<file path="src/rtl/fsb_wb_master.sv">
// fsb_wb_master: turns single CPU load/store requests into 8-bit Wishbone
// classic cycles. Per-transaction mode select: ACK-terminated with timeout,
// or fixed wait-count with ACK ignored. All outputs are registered.
//
// state    | meaning
// ---------+---------------------------------------------------------------
// ST_IDLE  | ready for a request; latch request, mode and wait count
// ST_SYNC  | CYC/STB high, wait for ACK or timeout
// ST_ASYNC | CYC/STB high for W+1 cycles, ACK ignored, data on last cycle
// ST_DONE  | one-cycle rsp_valid pulse, bus idle, not ready
module fsb_wb_master #(
  parameter int AW      = 16,
  parameter int TIMEOUT = 255
) (
  input  logic          clki,
  input  logic          sys_rst,
  input  logic          req_valid,
  output logic          req_ready,
  input  logic          req_we,
  input  logic [AW-1:0] req_adr,
  input  logic [7:0]    req_dat,
  output logic          rsp_valid,
  output logic [7:0]    rsp_dat,
  output logic          rsp_err,
  input  logic          SYNC_MODE,
  input  logic [6:0]    ASYNC_WAITCYCLE,
  output logic [AW-1:0] WB_ADRo,
  output logic [7:0]    WB_DATo,
  input  logic [7:0]    WB_DATi,
  output logic          WB_WEo,
  output logic          WB_CYCo,
  output logic          WB_STBo,
  input  logic          WB_ACKi
);

  typedef enum logic [1:0] {
    ST_IDLE  = 2'd0,
    ST_SYNC  = 2'd1,
    ST_ASYNC = 2'd2,
    ST_DONE  = 2'd3
  } state_t;

  // Timeout is a down-counter loaded with TIMEOUT-1; reaching zero without
  // ACK means STB has been high for exactly TIMEOUT cycles.
  localparam logic [7:0] TO_LOAD = 8'(TIMEOUT - 1);

  state_t        state_q;
  logic [7:0]    cnt_q;
  logic          ready_q;
  logic          rsp_valid_q;
  logic [7:0]    rsp_dat_q;
  logic          rsp_err_q;
  logic          cyc_q;
  logic          we_q;
  logic [AW-1:0] adr_q;
  logic [7:0]    dato_q;

  assign req_ready = ready_q;
  assign rsp_valid = rsp_valid_q;
  assign rsp_dat   = rsp_dat_q;
  assign rsp_err   = rsp_err_q;
  assign WB_ADRo   = adr_q;
  assign WB_DATo   = dato_q;
  assign WB_WEo    = we_q;
  // CYC and STB share one register so they can never diverge.
  assign WB_CYCo   = cyc_q;
  assign WB_STBo   = cyc_q;

  // Sequencer: request latch, bus cycle timing and response generation.
  always_ff @(posedge clki or posedge sys_rst) begin
    if (sys_rst) begin
      state_q     <= ST_IDLE;
      cnt_q       <= 8'd0;
      ready_q     <= 1'b0;
      rsp_valid_q <= 1'b0;
      rsp_dat_q   <= 8'h00;
      rsp_err_q   <= 1'b0;
      cyc_q       <= 1'b0;
      we_q        <= 1'b0;
      adr_q       <= '0;
      dato_q      <= 8'h00;
    end else begin
      rsp_valid_q <= 1'b0;
      case (state_q)
        ST_IDLE: begin
          ready_q <= 1'b1;
          if (req_valid && ready_q) begin
            ready_q <= 1'b0;
            cyc_q   <= 1'b1;
            we_q    <= req_we;
            adr_q   <= req_adr;
            dato_q  <= req_we ? req_dat : 8'h00;
            if (SYNC_MODE) begin
              state_q <= ST_SYNC;
              cnt_q   <= TO_LOAD;
            end else begin
              state_q <= ST_ASYNC;
              cnt_q   <= {1'b0, ASYNC_WAITCYCLE};
            end
          end
        end
        ST_SYNC: begin
          // ACK is checked first so it wins over a simultaneous timeout.
          if (WB_ACKi) begin
            cyc_q       <= 1'b0;
            rsp_valid_q <= 1'b1;
            rsp_err_q   <= 1'b0;
            rsp_dat_q   <= we_q ? 8'h00 : WB_DATi;
            state_q     <= ST_DONE;
          end else if (cnt_q == 8'd0) begin
            cyc_q       <= 1'b0;
            rsp_valid_q <= 1'b1;
            rsp_err_q   <= 1'b1;
            rsp_dat_q   <= we_q ? 8'h00 : 8'hFF;
            state_q     <= ST_DONE;
          end else begin
            cnt_q <= cnt_q - 8'd1;
          end
        end
        ST_ASYNC: begin
          if (cnt_q == 8'd0) begin
            cyc_q       <= 1'b0;
            rsp_valid_q <= 1'b1;
            rsp_err_q   <= 1'b0;
            rsp_dat_q   <= we_q ? 8'h00 : WB_DATi;
            state_q     <= ST_DONE;
          end else begin
            cnt_q <= cnt_q - 8'd1;
          end
        end
        ST_DONE: begin
          ready_q <= 1'b1;
          state_q <= ST_IDLE;
        end
        default: begin
          cyc_q   <= 1'b0;
          state_q <= ST_IDLE;
        end
      endcase
    end
  end

endmodule

</file>
<file path="config.mk">
export PLATFORM = sky130hd
export DESIGN_NAME = fsb_wb_master
export DESIGN_NICKNAME = d
export VERILOG_FILES = /design/src/rtl/fsb_wb_master.sv
export SDC_FILE = /design/constraint.sdc
export NUM_CORES = 1
export LEC_CHECK = 0
export ABC_AREA = 0
export BUFFER_PORTS_ARGS = -buffer_cell sky130_fd_sc_hd__buf_2
export CAP_MARGIN = 20
export CORE_MARGIN = 5
export CORE_UTILIZATION = 45
export CTS_CLUSTER_DIAMETER = 120
export DETAILED_ROUTE_END_ITERATION = 10
export HOLD_SLACK_MARGIN = 0.15
export PLACE_DENSITY = 0.73
export SETUP_SLACK_MARGIN = 0.2
export SYNTH_ARGS = -nofsm -noshare
export SYNTH_HDL_FRONTEND = slang
export SYNTH_SLANG_ARGS = --single-unit
</file>
<file path="constraint.sdc">
create_clock -name clki -period 2.7 [get_ports clki]
set_clock_uncertainty 0.1 [all_clocks]
set_input_delay 0.27 -clock clki [delete_from_list [all_inputs] [get_ports clki]]
set_output_delay 0.27 -clock clki [all_outputs]
set_load 0.1 [all_outputs]
</file>
# After elaboration in Yosys (flattened, before gate mapping)
# Index checks and enable logic that the tools add are counted.
# totals
word_cells	58
in_bits	45
out_inout_bits	38
register_bits	47
# classes
n_eq_ne	7
mux	30
n_addsub	1
n_reduce_logical	10
# ops
op	n
8-bit 2-to-1 mux	10
8-bit case mux with 3 select lines	1
8-bit case mux with 2 select lines	1
1-bit 2-to-1 mux	9
8-bit logical NOT	1
2-bit 2-to-1 mux	4
2-bit case mux with 4 select lines	1
8-bit by 1-bit subtractor with 8-bit output, second input constant	1
2-bit != test, second input constant	3
1-bit case mux with 2 select lines	3
3-bit AND reduction	2
2-bit == test, second input constant	2
2-bit AND reduction	2
2-bit nonzero test	2
3-bit != test, second input constant	1
1-bit case mux with 3 select lines	1
3-bit nonzero test	1
2-bit by 1-bit == test with 1-bit output, second input constant	1
2-bit logical NOT	1
1-bit logical AND	1

# Logic depth before layout (Yosys ltp)
# depth
ltp_word	4
depth_mapped	8
mapped_depth_nobuf	6

# Worst setup path before layout
# OpenSTA, ideal clock, no wires.
# synth_path
path_type	reg2reg
startpoint	register ready_q (netlist: req_ready)
endpoint	register cnt_q[7]
stages_incl_launch_ff	6
arrival_time_ns	1.985
path_slack_ns	0.536
setup_time_ns	0.079
t_required_ns	2.521
path_cell_list	dfrtp_1 a21bo_2 o211ai_1 clkbuf_1 a211o_2 a2bb2oi_1
# synth_between
elab_chain_len	3
# synth_lines
element	line_no	rtl
start: declaration	49	logic ready_q;
start signal: assignment	74	ready_q <= 1'b0;
start signal: assignment	86	ready_q <= 1'b1;
start signal: assignment	88	ready_q <= 1'b0;
1-bit logical AND	87	if (req_valid && ready_q) begin
2-bit != test (no source line)	--	
3-bit AND reduction (no source line)	--	
end signal: assignment	98	cnt_q <= {1'b0, ASYNC_WAITCYCLE};
end signal: assignment	117	cnt_q <= cnt_q - 8'd1;
end signal: assignment	128	cnt_q <= cnt_q - 8'd1;
end: declaration	48	logic [7:0] cnt_q;
# Every way passes these cells.
# A chain may end at the register's enable or synchronous reset.

# Final worst setup path
# layout_path
startpoint	register state_q[1]
endpoint	register cnt_q[1]
# layout_between
elab_chain_len	3
elab_cells_between_ends	8
# layout_lines
element	line_no	rtl
start: declaration	47	state_t state_q;
start signal: assignment	72	state_q <= ST_IDLE;
start signal: assignment	94	state_q <= ST_SYNC;
start signal: assignment	97	state_q <= ST_ASYNC;
2-bit by 1-bit == test with 1-bit output, or another cell as far along	84	case (state_q)
2-bit != test (no source line) / 3-bit nonzero test (equally long branches)	--	
3-bit AND reduction (no source line)	--	
# Several ways; a longest one is shown, not always the timed one.

==> flow_summary.yaml <==
run_status:
  status: "finished, final reports clean"
sta:
  setup_slack_ps: 454
  slew_headroom_pct: 51.7
  layout_min_cycle_time_ps: 2250
  period_share_pct: 83.2
  finalSetupTns_ps: 0
  rsz0062_at_grt: "no"
  max_freq_mhz: 445
  hold_viol: 0
  setup_viol: 0
  tightest_slew_ps: 721
  drv_slew: 0
drt:
  drc: 0
  ant_nets: 0
  wl_met3_um: 455
  drtPass1Iterations: 4
  drt-initial-drc-count: 120
  routed_wl_um: 5690
  wire_per_inst_um: 14.5
  num_vias: 1930
  met1Wirelength_um: 2400
  met2_length_um: 2770
  highest_layer: "met4"
  avgViaCountPerCell: 4.94
critical_path:
  path_cells: "inv_1 -> ha_1 -> o211ai_1 -> a21o_2 -> mux2_2"
  crit_buf_inv: 1
  cp-endpoint: "cnt_q[1]"
  r2r_end: "cnt_q[1]"
  r2r.worst_path.cells: 5
  cp-start-kind: "flop"
  path_class: "flop to flop"
  setup.worst_path.start: "state_q[1]"
  rrSetupSlack_ps: 450
  cp-end-kind: "flop"
  path_max_fanout: 11
  crit_slowest_cell: "o211ai_1"
  cp_num_cells: 5
  cp_data_required_time_ps: 2780
  r2r-start: "state_q[1]"
  cp.arrival_ps: 2330
  crit_family: "compound AO/OA/AOI/OAI gates"
  cpPeakStageDelay_ps: 610
layout:
  finalNetCount: 371
  n_antenna_cell: 0
  drive_above_1_share_pct: 39.9
  synthToLayoutAreaGrowth_pct: 38.2
  final_common_cell: "buf_2"
  final_cell_mix: "buf_2, dfrtp_1, dlygate4sd3_1"
floorplan:
  fp-row-count: 26
  initial_core_util_pct: 45.5
  io_pins: 83
  core_area_um2: 5040
  die_area_um2: 6630
  die_w_um: 81.4
  die_h_um: 81.4
grt:
  globalRouteTotalUtil_pct: 18.4
  grt_first_pass_wirelength_um: 9330
  antenna_found_initial: 0
  grt_max_degree: 48
  grt_pass1_vias: 1988
  grt-ovfl-total: 0
cts:
  post_cts_buffers: 0
  ctsHtreeMaxLevel: 2
  cts.hold.buffers_added: 28
  cts_tree: "yes"
  clkSlewWorstSetupHoldPaths_ps: 90
  clkSinkCount: 47
  cts_root_buffer: "clkbuf_8"
  cts_buffer_depth: 2
  ctsResizeCount: 0
  worstSkewPairLatency_ps: 290
  cts_made_buffers: 5
pwr:
  power.leakage_nw: 1.70
  vdd_ir_drop_max_v: 0.000258
  power.density_nw_per_um2: 441
flow_run:
  cap_violations: 0
placed_design:
  gp_congestion: 0.811
  io_buffers: 82
  dp_hpwl_um: 3690
  pre_cts_ws_ps: 459
yosys:
  synth-seq-cells: 47
  yosys.area.top_type: "dfrtp_1"
  synth_edf_count: 0
  syn-cell-area_um2: 2290
  yosysWarnings: 0
  ys.flop_type: "dfrtp_1"
  syn_nets: 264
  async_reset_ff_share_pct: 100
  synth.area.top_cells: "dfrtp_1, mux2_2, mux2_4"
  syn_avg_cell_area_um2: 10.8
  yosysTopAreaCellShare_pct: 51.3
  synth.distinct_cells: 39
  ys_seq_area_share_pct: 51.3
  syn_inst: 213
worst_hold_path:
  hold_path.class: "primary input to flop"
cells by family after synthesis:
family                   after synthesis  synth area share, %
AND/OR/NAND/NOR                       65                 12.9
flip-flops                            47                 51.3
AO/OA/AOI/OAI                         43                 12.9
multiplexers                          27                 14.7
buffers and inverters                 25                 4.96
adder cells (fa/ha/maj)                6                 3.27
sequential cells by signal, indices dropped and copies added, names as in the netlist:
register   flops
WB_ADRo       16
WB_DATo        8
cnt_q          8
rsp_dat        8
state_q        2
WB_CYCo        1
WB_WEo         1
req_ready      1
rsp_err        1
rsp_valid      1
worst min-delay path by stage:
stage | from | end | slack (ps) | cells after the start
2_1_floorplan | req_valid | req_ready | 270 | 1
3_3_place_gp | WB_DATo[4] | WB_DATo[4] | 360 | 2
3_5_place_dp | WB_DATo[3] | WB_DATo[3] | 370 | 2
4_1_cts | ASYNC_WAITCYCLE[3] | cnt_q[3] | 150 | 3
5_1_grt | ASYNC_WAITCYCLE[3] | cnt_q[3] | 190 | 3
6_report | ASYNC_WAITCYCLE[3] | cnt_q[3] | 160 | 3
report_power, final:
group / internal [mW] / switching [mW]
clock network: 0.370 / 0.228
logic: 0.0567 / 0.0393
registers: 0.703 / 0
worst reg2reg max path, cell delays in order, from the launching register on:
cell and delay [ps]:
dfrtp_1 410, inv_1 100, ha_1 300, o211ai_1 610, a21o_2 270, mux2_2 350
per-stage QoR:
stage          total power, mW  instances  utilization [%]  hold WS (ps)  area, um2
3_3_place_gp             0.775        354             54.3           359       2740
4_1_cts                   1.41        390             62.5           151       3150
5_1_grt                   1.45        391             62.9           186       3170
2_1_floorplan            0.739        213                -           273       2290
6_report                  1.40        391             62.9           155       3170
3_5_place_dp             0.776        354             54.3           368       2740
metal layers:
| metal | GRT usage, % | vias to the layer above |
|---|---|---|
| li1 | - | 949 |
| met1 | 23.1 | 914 |
| met2 | 29.8 | 61 |
| met3 | 6.58 | 6 |
| met4 | 5.24 | 0 |
| met5 | 0 | - |
Yosys cell counts, types with 2 or more instances:
| master | n |
|---|---|
| mux2_4 | 9 |
| o31ai_1 | 3 |
| a31oi_1 | 4 |
| inv_1 | 12 |
| mux2_2 | 18 |
| nor3_1 | 3 |
| nor4_1 | 3 |
| buf_6 | 2 |
| ha_1 | 6 |
| nand2b_1 | 2 |
| or2_2 | 2 |
| o21ai_0 | 15 |
| a21oi_1 | 4 |
| clkbuf_1 | 7 |
| nor2_1 | 26 |
| buf_1 | 2 |
| o211ai_1 | 2 |
| dfrtp_1 | 47 |
| nand2_1 | 21 |
| nand3_1 | 3 |
| a221oi_1 | 4 |
layout make-up:
cell class / instances / area (um2)
multi-input cells: 141 / 1000
clock inverters: 2 / 60.1
inverters: 12 / 45.0
repair buffers: 113 / 726
flip-flops and latches: 47 / 1180
clock buffers: 6 / 72.6
well taps: 70 / 87.6
fillers: 393 / 1870
(Power assumes the default switching activity.)
